## config.mk

```make
export PLATFORM = sky130hd
export DESIGN_NAME = instr_fetch_unit
export DESIGN_NICKNAME = d
export VERILOG_FILES = /design/src/rtl/instr_fetch_unit.sv
export SDC_FILE = /design/constraint.sdc
export NUM_CORES = 1
export LEC_CHECK = 0
export CORE_MARGIN = 2
export CORE_UTILIZATION = 30
export CTS_BUF_LIST = sky130_fd_sc_hd__clkbuf_4
export DETAILED_ROUTE_END_ITERATION = 16
export SKIP_LAST_GASP = 1
export SYNTH_ARGS = -nofsm -noshare
export SYNTH_HDL_FRONTEND = slang
export SYNTH_SLANG_ARGS = --single-unit
```

## constraint.sdc

```tcl
create_clock -name clk -period 8 [get_ports clk]
set_input_delay 1.6 -clock clk [delete_from_list [all_inputs] [get_ports clk]]
set_output_delay 1.6 -clock clk [all_outputs]
set_load 0.1 [all_outputs]
```

## src/rtl/instr_fetch_unit.sv

```systemverilog
// Instruction fetch stage: in-order word reads over req/gnt+rvalid, small instruction FIFO, redirect flush.
// Define IFU_PERF_CNT_EN to add the perf_bubble_cnt / perf_flush_cnt counter ports.
module instr_fetch_unit #(
    parameter logic [31:0] RESET_PC   = 32'h0000_0000,
    parameter int          FIFO_DEPTH = 2
) (
    input  logic        clk,
    input  logic        rst,
    output logic        imem_req,
    output logic [31:0] imem_addr,
    input  logic        imem_gnt,
    input  logic        imem_rvalid,
    input  logic [31:0] imem_rdata,
    input  logic        redirect_valid,
    input  logic [31:0] redirect_pc,
    output logic        id_valid,
    input  logic        id_ready,
    output logic [31:0] id_inst,
    output logic [31:0] id_pc,
    output logic [4:0]  id_opcode,
    output logic [2:0]  id_funct3,
    output logic [6:0]  id_funct7,
    output logic        id_illegal
`ifdef IFU_PERF_CNT_EN
    ,
    output logic [31:0] perf_bubble_cnt,
    output logic [15:0] perf_flush_cnt
`endif
);

    localparam int PW = (FIFO_DEPTH > 1) ? $clog2(FIFO_DEPTH) : 1;
    localparam int CW = $clog2(FIFO_DEPTH + 1) + 1;

    typedef enum logic {
        RUN   = 1'b0,
        DRAIN = 1'b1
    } state_t;

    state_t         state_q, state_d;
    logic           hold_q, hold_d;
    logic [31:0]    addr_q, addr_d;
    logic [31:0]    resp_pc_q, resp_pc_d;
    logic [CW-1:0]  outstanding_q, outstanding_d;
    logic [CW-1:0]  discard_q, discard_d;
    logic [CW-1:0]  count_q, count_d;
    logic [PW-1:0]  rd_ptr_q, rd_ptr_d;
    logic [PW-1:0]  wr_ptr_q, wr_ptr_d;
    logic [31:0]    fifo_inst_q [FIFO_DEPTH];
    logic [31:0]    fifo_inst_d [FIFO_DEPTH];
    logic [31:0]    fifo_pc_q   [FIFO_DEPTH];
    logic [31:0]    fifo_pc_d   [FIFO_DEPTH];

    logic gnt_fire;
    logic push;
    logic pop;

    function automatic logic [PW-1:0] ptr_inc(input logic [PW-1:0] p);
        return (p == PW'(FIFO_DEPTH - 1)) ? '0 : p + PW'(1);
    endfunction

    // hold_q keeps the request low for one cycle after reset release and after a redirect
    assign imem_req  = (state_q == RUN) && !hold_q && ((outstanding_q + count_q) < CW'(FIFO_DEPTH));
    assign imem_addr = addr_q;
    assign gnt_fire  = imem_req && imem_gnt;
    assign push      = (state_q == RUN) && imem_rvalid && !redirect_valid;
    assign id_valid  = (count_q != '0) && !redirect_valid;
    assign pop       = id_valid && id_ready;

    assign id_inst    = fifo_inst_q[rd_ptr_q];
    assign id_pc      = fifo_pc_q[rd_ptr_q];
    assign id_opcode  = id_inst[6:2];
    assign id_funct3  = id_inst[14:12];
    assign id_funct7  = id_inst[31:25];
    assign id_illegal = id_valid && (id_inst[1:0] != 2'b11);

    always_comb begin
        state_d       = state_q;
        hold_d        = hold_q;
        addr_d        = addr_q;
        resp_pc_d     = resp_pc_q;
        outstanding_d = outstanding_q;
        discard_d     = discard_q;
        count_d       = count_q;
        rd_ptr_d      = rd_ptr_q;
        wr_ptr_d      = wr_ptr_q;
        fifo_inst_d   = fifo_inst_q;
        fifo_pc_d     = fifo_pc_q;

        if (redirect_valid) begin
            // every read still in flight, including one granted right now, becomes a discard
            addr_d        = {redirect_pc[31:2], 2'b00};
            resp_pc_d     = {redirect_pc[31:2], 2'b00};
            hold_d        = 1'b1;
            discard_d     = discard_q + outstanding_q + CW'(gnt_fire) - CW'(imem_rvalid);
            outstanding_d = '0;
            count_d       = '0;
            rd_ptr_d      = '0;
            wr_ptr_d      = '0;
        end else begin
            hold_d = 1'b0;
            if (gnt_fire) begin
                addr_d = addr_q + 32'd4;
            end
            if (state_q == DRAIN) begin
                if (imem_rvalid) begin
                    discard_d = discard_q - CW'(1);
                end
            end else begin
                outstanding_d = outstanding_q + CW'(gnt_fire) - CW'(imem_rvalid);
            end
            if (push) begin
                fifo_inst_d[wr_ptr_q] = imem_rdata;
                fifo_pc_d[wr_ptr_q]   = resp_pc_q;
                wr_ptr_d              = ptr_inc(wr_ptr_q);
                resp_pc_d             = resp_pc_q + 32'd4;
            end
            if (pop) begin
                rd_ptr_d = ptr_inc(rd_ptr_q);
            end
            count_d = count_q + CW'(push) - CW'(pop);
        end

        state_d = (discard_d != '0) ? DRAIN : RUN;
    end

    always_ff @(posedge clk or posedge rst) begin
        if (rst) begin
            state_q       <= RUN;
            hold_q        <= 1'b1;
            addr_q        <= RESET_PC;
            resp_pc_q     <= RESET_PC;
            outstanding_q <= '0;
            discard_q     <= '0;
            count_q       <= '0;
            rd_ptr_q      <= '0;
            wr_ptr_q      <= '0;
            for (int i = 0; i < FIFO_DEPTH; i++) begin
                fifo_inst_q[i] <= '0;
                fifo_pc_q[i]   <= '0;
            end
        end else begin
            state_q       <= state_d;
            hold_q        <= hold_d;
            addr_q        <= addr_d;
            resp_pc_q     <= resp_pc_d;
            outstanding_q <= outstanding_d;
            discard_q     <= discard_d;
            count_q       <= count_d;
            rd_ptr_q      <= rd_ptr_d;
            wr_ptr_q      <= wr_ptr_d;
            fifo_inst_q   <= fifo_inst_d;
            fifo_pc_q     <= fifo_pc_d;
        end
    end

`ifdef IFU_PERF_CNT_EN
    logic [31:0] bubble_cnt_q, bubble_cnt_d;
    logic [15:0] flush_cnt_q, flush_cnt_d;

    // both counters saturate at all-ones
    always_comb begin
        bubble_cnt_d = bubble_cnt_q;
        flush_cnt_d  = flush_cnt_q;
        if (id_ready && !id_valid && (bubble_cnt_q != '1)) begin
            bubble_cnt_d = bubble_cnt_q + 32'd1;
        end
        if (redirect_valid && (flush_cnt_q != '1)) begin
            flush_cnt_d = flush_cnt_q + 16'd1;
        end
    end

    always_ff @(posedge clk or posedge rst) begin
        if (rst) begin
            bubble_cnt_q <= '0;
            flush_cnt_q  <= '0;
        end else begin
            bubble_cnt_q <= bubble_cnt_d;
            flush_cnt_q  <= flush_cnt_d;
        end
    end

    assign perf_bubble_cnt = bubble_cnt_q;
    assign perf_flush_cnt  = flush_cnt_q;
`endif

endmodule
```

==> impl_results.md <==
- Critical-path top delay cell: clkdlybuf4s50_1
- Fin area: 0.0124 mm²
- Status: finished clean
- Largest stage delay, worst path: 1.26 ns
- Crit-path cells: inv_1, fa_1, or3b_2, nor2_2, clkdlybuf4s50_1
- Number of remaining DRC errors: 0
- Cell variety after synth: 53
- Top Metal Used: met4
- CORE AREA: 0.0326 mm²
- Critical R2R Capture: state_q
- Routed Antenna Nets: 0
- FFs w/ async S/R, synth: 1.00
- Largest delay share family, worst path: buffers and inverters
- Hold_buf cts: 0
- Clk Latency, worst-skew pair: 0.60 ns
- Setup Skew: 0.0296 ns
- R2R Path Start: outstanding_q[1]
- Crit path buf inv count: 2
- Routability cong.: 0.778
- PortBufs: 177
- Worst reg2reg setup slack: 4.40 ns
- Top-Level Pins: 184
- Clock Path Buffers: 2
- First-pass GRT wire length: 38900 µm
- Largest net degree at the start of global routing: 123
- # nets final: 1061
- DRT iter0 DRCs: 408
- Die Wd: 186 µm
- Worst EP arrival: 4.02 ns
- Fin crit share: 0.702
- Worst setup EP type: output port
- Final wirelength: 25000 µm
- End of the worst hold path: discard_q[2]
- Setup-failing EPs final: 0
- Worst Path Max Fanout: 17
- Clock root buffer: clkbuf_4
- Drt pass-1 iters: 5
- Kind of critical path: reg -> out
- Met3 Routed Length: 1410 µm
- Global route overflow: 0
- Synth Warn #: 0
- DIE HEIGHT: 186 µm
- Post_cts resized: 0
- CTS tree: yes
- Die area: 0.0347 mm²
- Fin. max-slew vios: 0
- Antenna violations before repair: 1
- Worst Hold Class: reg -> reg
- Initial core utilization: 0.306
- Synth-to-layout area growth: 23.9%
- Most frequent cells in the layout: mux2_2 (195), dfrtp_1 (195), clkdlybuf4s50_1 (176)
- M1 WL: 12000 µm
- Postcts setup bufs: 0
- Max Freq: 178 MHz
- Clock period minus final worst setup slack: 5.62 ns
- Sequential fraction of the synthesis area: 0.495
- Sum Neg Setup Slack: 0 ns
- Reg clk slew, reported paths: 0.20 ns
- Slew headroom: 0.264
- Total number of vias: 7132
- Sink Count: 197
- CTS Buf Count: 17
- HPWL after DPL: 17300 µm
- Measured slew at the worst slew-check pin: 1.10 ns
- Ys flop type: dfrtp_1
- Final Core Density: 0.379
- Unrepaired setup endpoints after global routing: false
- Post-DP Area: 0.0120 mm²
- Worst EP required: 6.40 ns
- EDFF count, synth: 0
- MaxCap Viol Count: 0
- Vias in the first global route: 6888
- Share of layout cells above drive strength 1: 0.254
- Mapped Area: 0.00997 mm²
- GRT Util Overall: 0.145
- Htree depth: 4
- CP startpoint kind: register
- Vias per cell: 4.98
- Register bit count reported by yosys: 197
- Min-delay src: discard_q[2]
- WL met2: 11300 µm
- Avg Cell Area, Syn: 12.0 µm²
- Hold path depth: 1
- WL/cell: 17.4 µm
- Num rows: 66
- Worst r2r path cells: 11
- Fin. Hold Viols: 0
- Syn Inst Count: 834
layout make-up:
type / count / area [µm²]
Timing Repair Buffer: 185 / 1830
Multi-Input combinational cell: 558 / 4650
Clock inverter: 15 / 186
Tap cell: 442 / 553
Clock buffer: 17 / 128
Antenna cell: 1 / 2.50
Fill cell: 3172 / 20300
Sequential cell: 197 / 4930
Inverter: 18 / 75.1
per-stage QoR:
step           hold WS, ns  instances  setup slack, ns
2_1_floorplan        0.430        837             1.03
3_3_place_gp         0.447       1400             2.79
3_5_place_dp         0.457       1400             2.80
4_1_cts              0.487       1432             2.28
5_1_grt              0.515       1433             2.17
6_report             0.480       1433             2.38
worst register-to-register path, stage by stage (launching register included):
cell,delay [ns]
dfrtp_1,0.48
inv_1,0.11
fa_1,0.50
and4bb_2,0.31
nand2_1,0.20
inv_1,0.09
fa_1,0.42
fa_1,0.40
xnor3_1,0.34
o21ai_0,0.21
xor2_1,0.11
or3_1,0.32
flip-flops by register name (all words and copies together), names as in the netlist, 3 cells and up:
signal,flops
resp_pc_q,30
imem_addr,30
fifo_inst_q,64
discard_q,3
fifo_pc_q,60
outstanding_q,3
count_q,3
worst max-delay path by stage:
| stage | start | cells after the start | slack, ns | endpoint |
|---|---|---|---|---|
| after floorplan | rst | 1 | 1.03 | count_q[0] |
| after global placement | imem_rvalid | 6 | 2.79 | fifo_inst_q[32] |
| after detailed placement | imem_rvalid | 6 | 2.80 | fifo_pc_q[63] |
| after CTS | outstanding_q[1] | 5 | 2.28 | imem_req |
| after global routing | outstanding_q[1] | 5 | 2.17 | imem_req |
| final | outstanding_q[1] | 5 | 2.38 | imem_req |
layer usage:
layer | vias up | track usage
met4 | 0 | 0.0375
li1 | 3348 | -
met5 | - | 0
met1 | 3577 | 0.209
met2 | 187 | 0.220
met3 | 20 | 0.0310
synthesized netlist by cell type (all sizes together), types with 13 or more instances:
cell type,number,share of area
nand2,21,0.0079
or3,14,0.0088
o31ai,16,0.012
buf,40,0.025
mux2,195,0.22
nand3,23,0.013
a21oi,16,0.0080
clkbuf,24,0.0090
inv,17,0.0064
nand4,28,0.019
dfrtp,196,0.49
o21ai,15,0.0075
nor2,47,0.018
a211oi,13,0.0098
a31oi,26,0.016
and4,15,0.013
or4,15,0.011
cell families (layout without fill, tap and decap cells):
logic type / after synthesis / after routing / share of synthesized area
AND/OR/NAND/NOR: 213 / 213 / 0.123
multiplexers: 200 / 200 / 0.225
flip-flops: 197 / 197 / 0.495
AO/OA/AOI/OAI: 101 / 101 / 0.0670
buffers and inverters: 82 / 235 / 0.0413
XOR/XNOR: 26 / 26 / 0.0272
adder cells (fa/ha/maj): 14 / 14 / 0.0213
other: 1 / 5 / 0.000376
Power is left out: the tool's default activity adds up to more than one toggle a clock period on the data nets, which glitch-free logic cannot reach.
==> edit 1: new RTL, same settings <==
Set the parameter `FIFO_DEPTH` to 1 (it was 2).
--- a/src/rtl/instr_fetch_unit.sv
+++ b/src/rtl/instr_fetch_unit.sv
@@ -4,3 +4,3 @@
     parameter logic [31:0] RESET_PC   = 32'h0000_0000,
-    parameter int          FIFO_DEPTH = 2
+    parameter int          FIFO_DEPTH = 1
 ) (
Function: changed (a bounded check fails within 4 cycles, from zero or initial values and one cycle with rst high).
==> edit 1 against the unedited design <==
- utilization increased by 2.5 points
- sequential cell count decreased by 67
- worst setup slack improved by 0.20 ns
- first-iteration DRC count decreased by 20%
- routed wire length decreased by 24%
- final area decreased by 28%
- area after synthesis decreased by 33%
- largest cell class unchanged
Power is left out: the tool's default activity adds up to more than one toggle a clock period on the data nets, which glitch-free logic cannot reach.
==> edit 1: results (changes against the unedited design) <==
Status
  – Status: finished, final reports clean

STA
  – Slew headroom: 0.263 (-0.000675)
  – Setup Skew: 0.0272 ns (-0.00240 ns)

Finish
  – Final net count: 848 (-20%)
  – Largest register by flop count: fifo_inst_q
  – N_diodes: 0 (-1)
  – Layout cells sized above 1: 0.149 (-0.105)
  – Max reg flops: 32 (-50%)

Global routing
  – Largest net degree at the start of global routing: 75 (-39%)
  – First-pass GRT wire length: 30300 µm (-22%)
  – Initial antenna violation count: 0 (-1)
  – Total GRT Usage: 0.163 (+0.0178)
  – Vias in the first global route: 5345 (-22%)

Clock tree
  – Maximum clock insertion buffer count: 2 (unchanged)
  – Clk slew on worst S/H paths: 0.10 ns (-0.10 ns)
  – Worst skew pair latency: 0.55 ns (-0.05 ns)
  – H-tree depth: 4 (unchanged)
  – Setup bufs post-CTS: 0 (unchanged)
  – Num CTS Buffers: 17 (unchanged)
  – Root Buffer: clkbuf_4
  – Post_cts resized: 0 (unchanged)

Place
  – Input/output buffers: 177 (unchanged)
  – Hpwl dp: 13500 µm (-22%)
  – Gpl congestion: 0.824 (+6.0%)

Detailed routing
  – Iter 0 DRT Violations: 326 (-20%)
  – WL final: 19000 µm (-24%)
  – Vias per std cell: 5.21 (+4.7%)
  – Initial DRT Pass Iterations: 5 (unchanged)

Min path
  – Hold Crit Class: register to register

Yosys
  – Ys Warns: 0 (unchanged)
  – Synth unique cells: 53 (unchanged)
  – Seq/Total Area, Yosys: 0.486 (-0.00825)
  – Top FF cell, synth: dfrtp_1
  – Synth cell count leaders: dfrtp_1, mux2_2, nor2_1
  – Ys async rst share: 1.00 (unchanged)
  – Synth top area cells: dfrtp_1, mux2_2, nand4_1

Worst setup path
  – WP data arrival: 3.82 ns (-0.20 ns)
  – CP Max Fanout: 26 (+9)
[edit 1: area by class of cell]
class                   instances  area, µm²
well taps                     280        350
repair buffers                180       1790
clock inverters                13        145
multi-input cells             427       3120
fillers                      2181      13000
flip-flops and latches        130       3250
clock buffers                  17        128
inverters                      13       53.8
[edit 1: worst paths after layout]
path	start	to	slack, ns	cells after the start
max reg2reg	outstanding_q[0]	imem_addr[25]	5.11	6
max in group asynchronous	rst	imem_addr[13]	5.20	3
min	discard_q[1]	discard_q[1]	0.46	1
max	outstanding_q[0]	imem_req	2.58	5
min in group asynchronous	rst	resp_pc_q[26]	1.54	2
min reg2reg	discard_q[1]	discard_q[1]	0.46	1
[edit 1: cell families after synthesis]
logic type                 share of synthesized area
and+or+nand+nor                                0.190
DFF                                            0.486
AOI/OAI and AO/OA                             0.0982
muxes                                          0.125
buffers and inverters                         0.0486
xor gates and xnor gates                      0.0329
adders and majority gates                     0.0180
other                                       0.000560
[edit 1: worst max-delay path: stages, from the launching register on]
cell	delay, ns
dfrtp_1	0.45
ha_1	0.22
xnor3_1	0.30
nand2_1	0.67
clkinv_1	0.54
clkdlybuf4s50_1	1.11
[edit 1: stage by stage]
step,worst slack [ns],cell area (µm²),hold WS [ns],instances
4_1_cts,2.55,8840,0.469,1060
3_5_place_dp,2.85,8570,0.453,1030
2_1_floorplan,1.94,6700,0.430,621
6_report,2.58,8840,0.464,1060
5_1_grt,2.35,8840,0.483,1060
3_3_place_gp,2.83,8570,0.440,1030
[edit 1: per-layer routing]
metal	wire [µm]	up-vias	track usage	share of wire
met2	8900	164	0.256	0.47
met3	1040	23	0.0451	0.055
li1	-	2614	-	-
met5	0	-	0	0
met1	8810	2722	0.222	0.46
met4	288	0	0.0411	0.015
==> edit 2: new RTL, config.mk and constraints unchanged <==
Made on the original files. Add a define of `IFU_PERF_CNT_EN`.
--- a/src/rtl/instr_fetch_unit.sv
+++ b/src/rtl/instr_fetch_unit.sv
@@ -2,2 +2,4 @@
 // Define IFU_PERF_CNT_EN to add the perf_bubble_cnt / perf_flush_cnt counter ports.
+`define IFU_PERF_CNT_EN
+
 module instr_fetch_unit #(
Check against the original RTL (old outputs only; new: perf_bubble_cnt and perf_flush_cnt): equivalent (equiv_simple and equiv_induct, registers matched by name and starting in step).
==> edit 2 against the unedited design <==
- die area grew 19%
- worst setup slack better by 0.037 ns
- routed wire length increased by 24%
- area after synthesis up 19%
- non-clock buffer count is 48 higher
- hold slack got worse by 0.016 ns
- critical path depth down 1
- register-to-register slack better by 0.08 ns
- sequential cell count up 48
- sequential share of layout area fell by 0.40 points
- final area grew 26%
- utilization grew 2.0 points
==> edit 2: results (changes against the unedited design) <==
Status
  – Status: finished, final reports clean

Global routing
  – Vias in the first global route: 9035 (+31%)
  – Total GRT Usage: 0.153 (+0.00778)
  – GRT met2 Usage: 0.232 (+0.0117)
  – GR met1 Demand/Resource: 0.199 (-0.0100)
  – Largest net degree at the start of global routing: 145 (+18%)
  – First-pass GRT wire length: 49600 µm (+28%)

Yosys
  – Synth Area per Inst: 12.4 µm² (+3.5%)
  – Proportion of synthesized area in mux cells: 0.218 (-0.00715)
  – Adder-cell share of the synthesized area: 0.0200 (-0.00136)
  – Synth top area cells: dfrtp_1, mux2_2, xnor2_1
  – Complex-gate fraction of the synthesized area: 0.0258 (-0.0413)
  – XOR/XNOR share of the synthesized area: 0.0769 (+0.0497)

Detailed routing
  – Uppermost layer routed: met5
  – WL final: 30900 µm (+24%)
  – DR vias: 8472 (+19%)
  – Wire length on met3: 2310 µm (+64%)
  – M1 WL: 14200 µm (+18%)
  – Iter 0 DRT Violations: 310 (-24%)

Clock tree
  – Worst skew pair latency: 0.73 ns (+0.13 ns)
  – Clk slew on worst S/H paths: 0.07 ns (-0.13 ns)
  – Maximum clock insertion buffer count: 3 (+1)
  – Num CTS Buffers: 75 (+58)

Place
  – Setup WS pre-CTS: 2.59 ns (-0.211 ns)
  – Input/output buffers: 225 (+27%)
  – Hpwl dp: 20900 µm (+20%)
  – Dpl cell area: 0.0146 mm² (+21%)
  – DP Cell Count: 1656 (+18%)

STA
  – Worst-Margin Slew: 1.08 ns (-0.0220 ns)
  – Final Cycle Share: 0.698 (-0.00462)
  – Setup Skew: 0.0571 ns (+0.0275 ns)

Finish
  – Layout cells sized above 1: 0.285 (+0.0312)
  – Final net count: 1301 (+23%)

Worst setup path
  – CP Launch Point: rd_ptr_q
  – WP data arrival: 3.98 ns (-0.04 ns)
[edit 2: report_power, final]
part | switching, µW | total [µW] | internal (µW)
Sequential | 246 | 1830 | 1580
Combinational | 2800 | 3840 | 1050
Clock | 561 | 1230 | 668
Total | 3600 | 6900 | 3300
[edit 2: critical path, delay by kind of cell (launching register included)]
| family | cells | cell delay, ns |
|---|---|---|
| multiplexers | 1 | 0.42 |
| flip-flops | 1 | 0.71 |
| buffers and inverters | 2 | 1.83 |
| AO/OA/AOI/OAI | 1 | 0.28 |
[edit 2: final cells by class]
| type | instances | area (µm²) |
|---|---|---|
| Multi-Input combinational cell | 634 | 5360 |
| Sequential cell | 245 | 6130 |
| Antenna cell | 3 | 7.51 |
| Timing Repair Buffer | 233 | 2320 |
| Inverter | 26 | 101 |
| Tap cell | 518 | 648 |
| Clock buffer | 105 | 788 |
| Clock inverter | 25 | 153 |
| Fill cell | 3834 | 23400 |
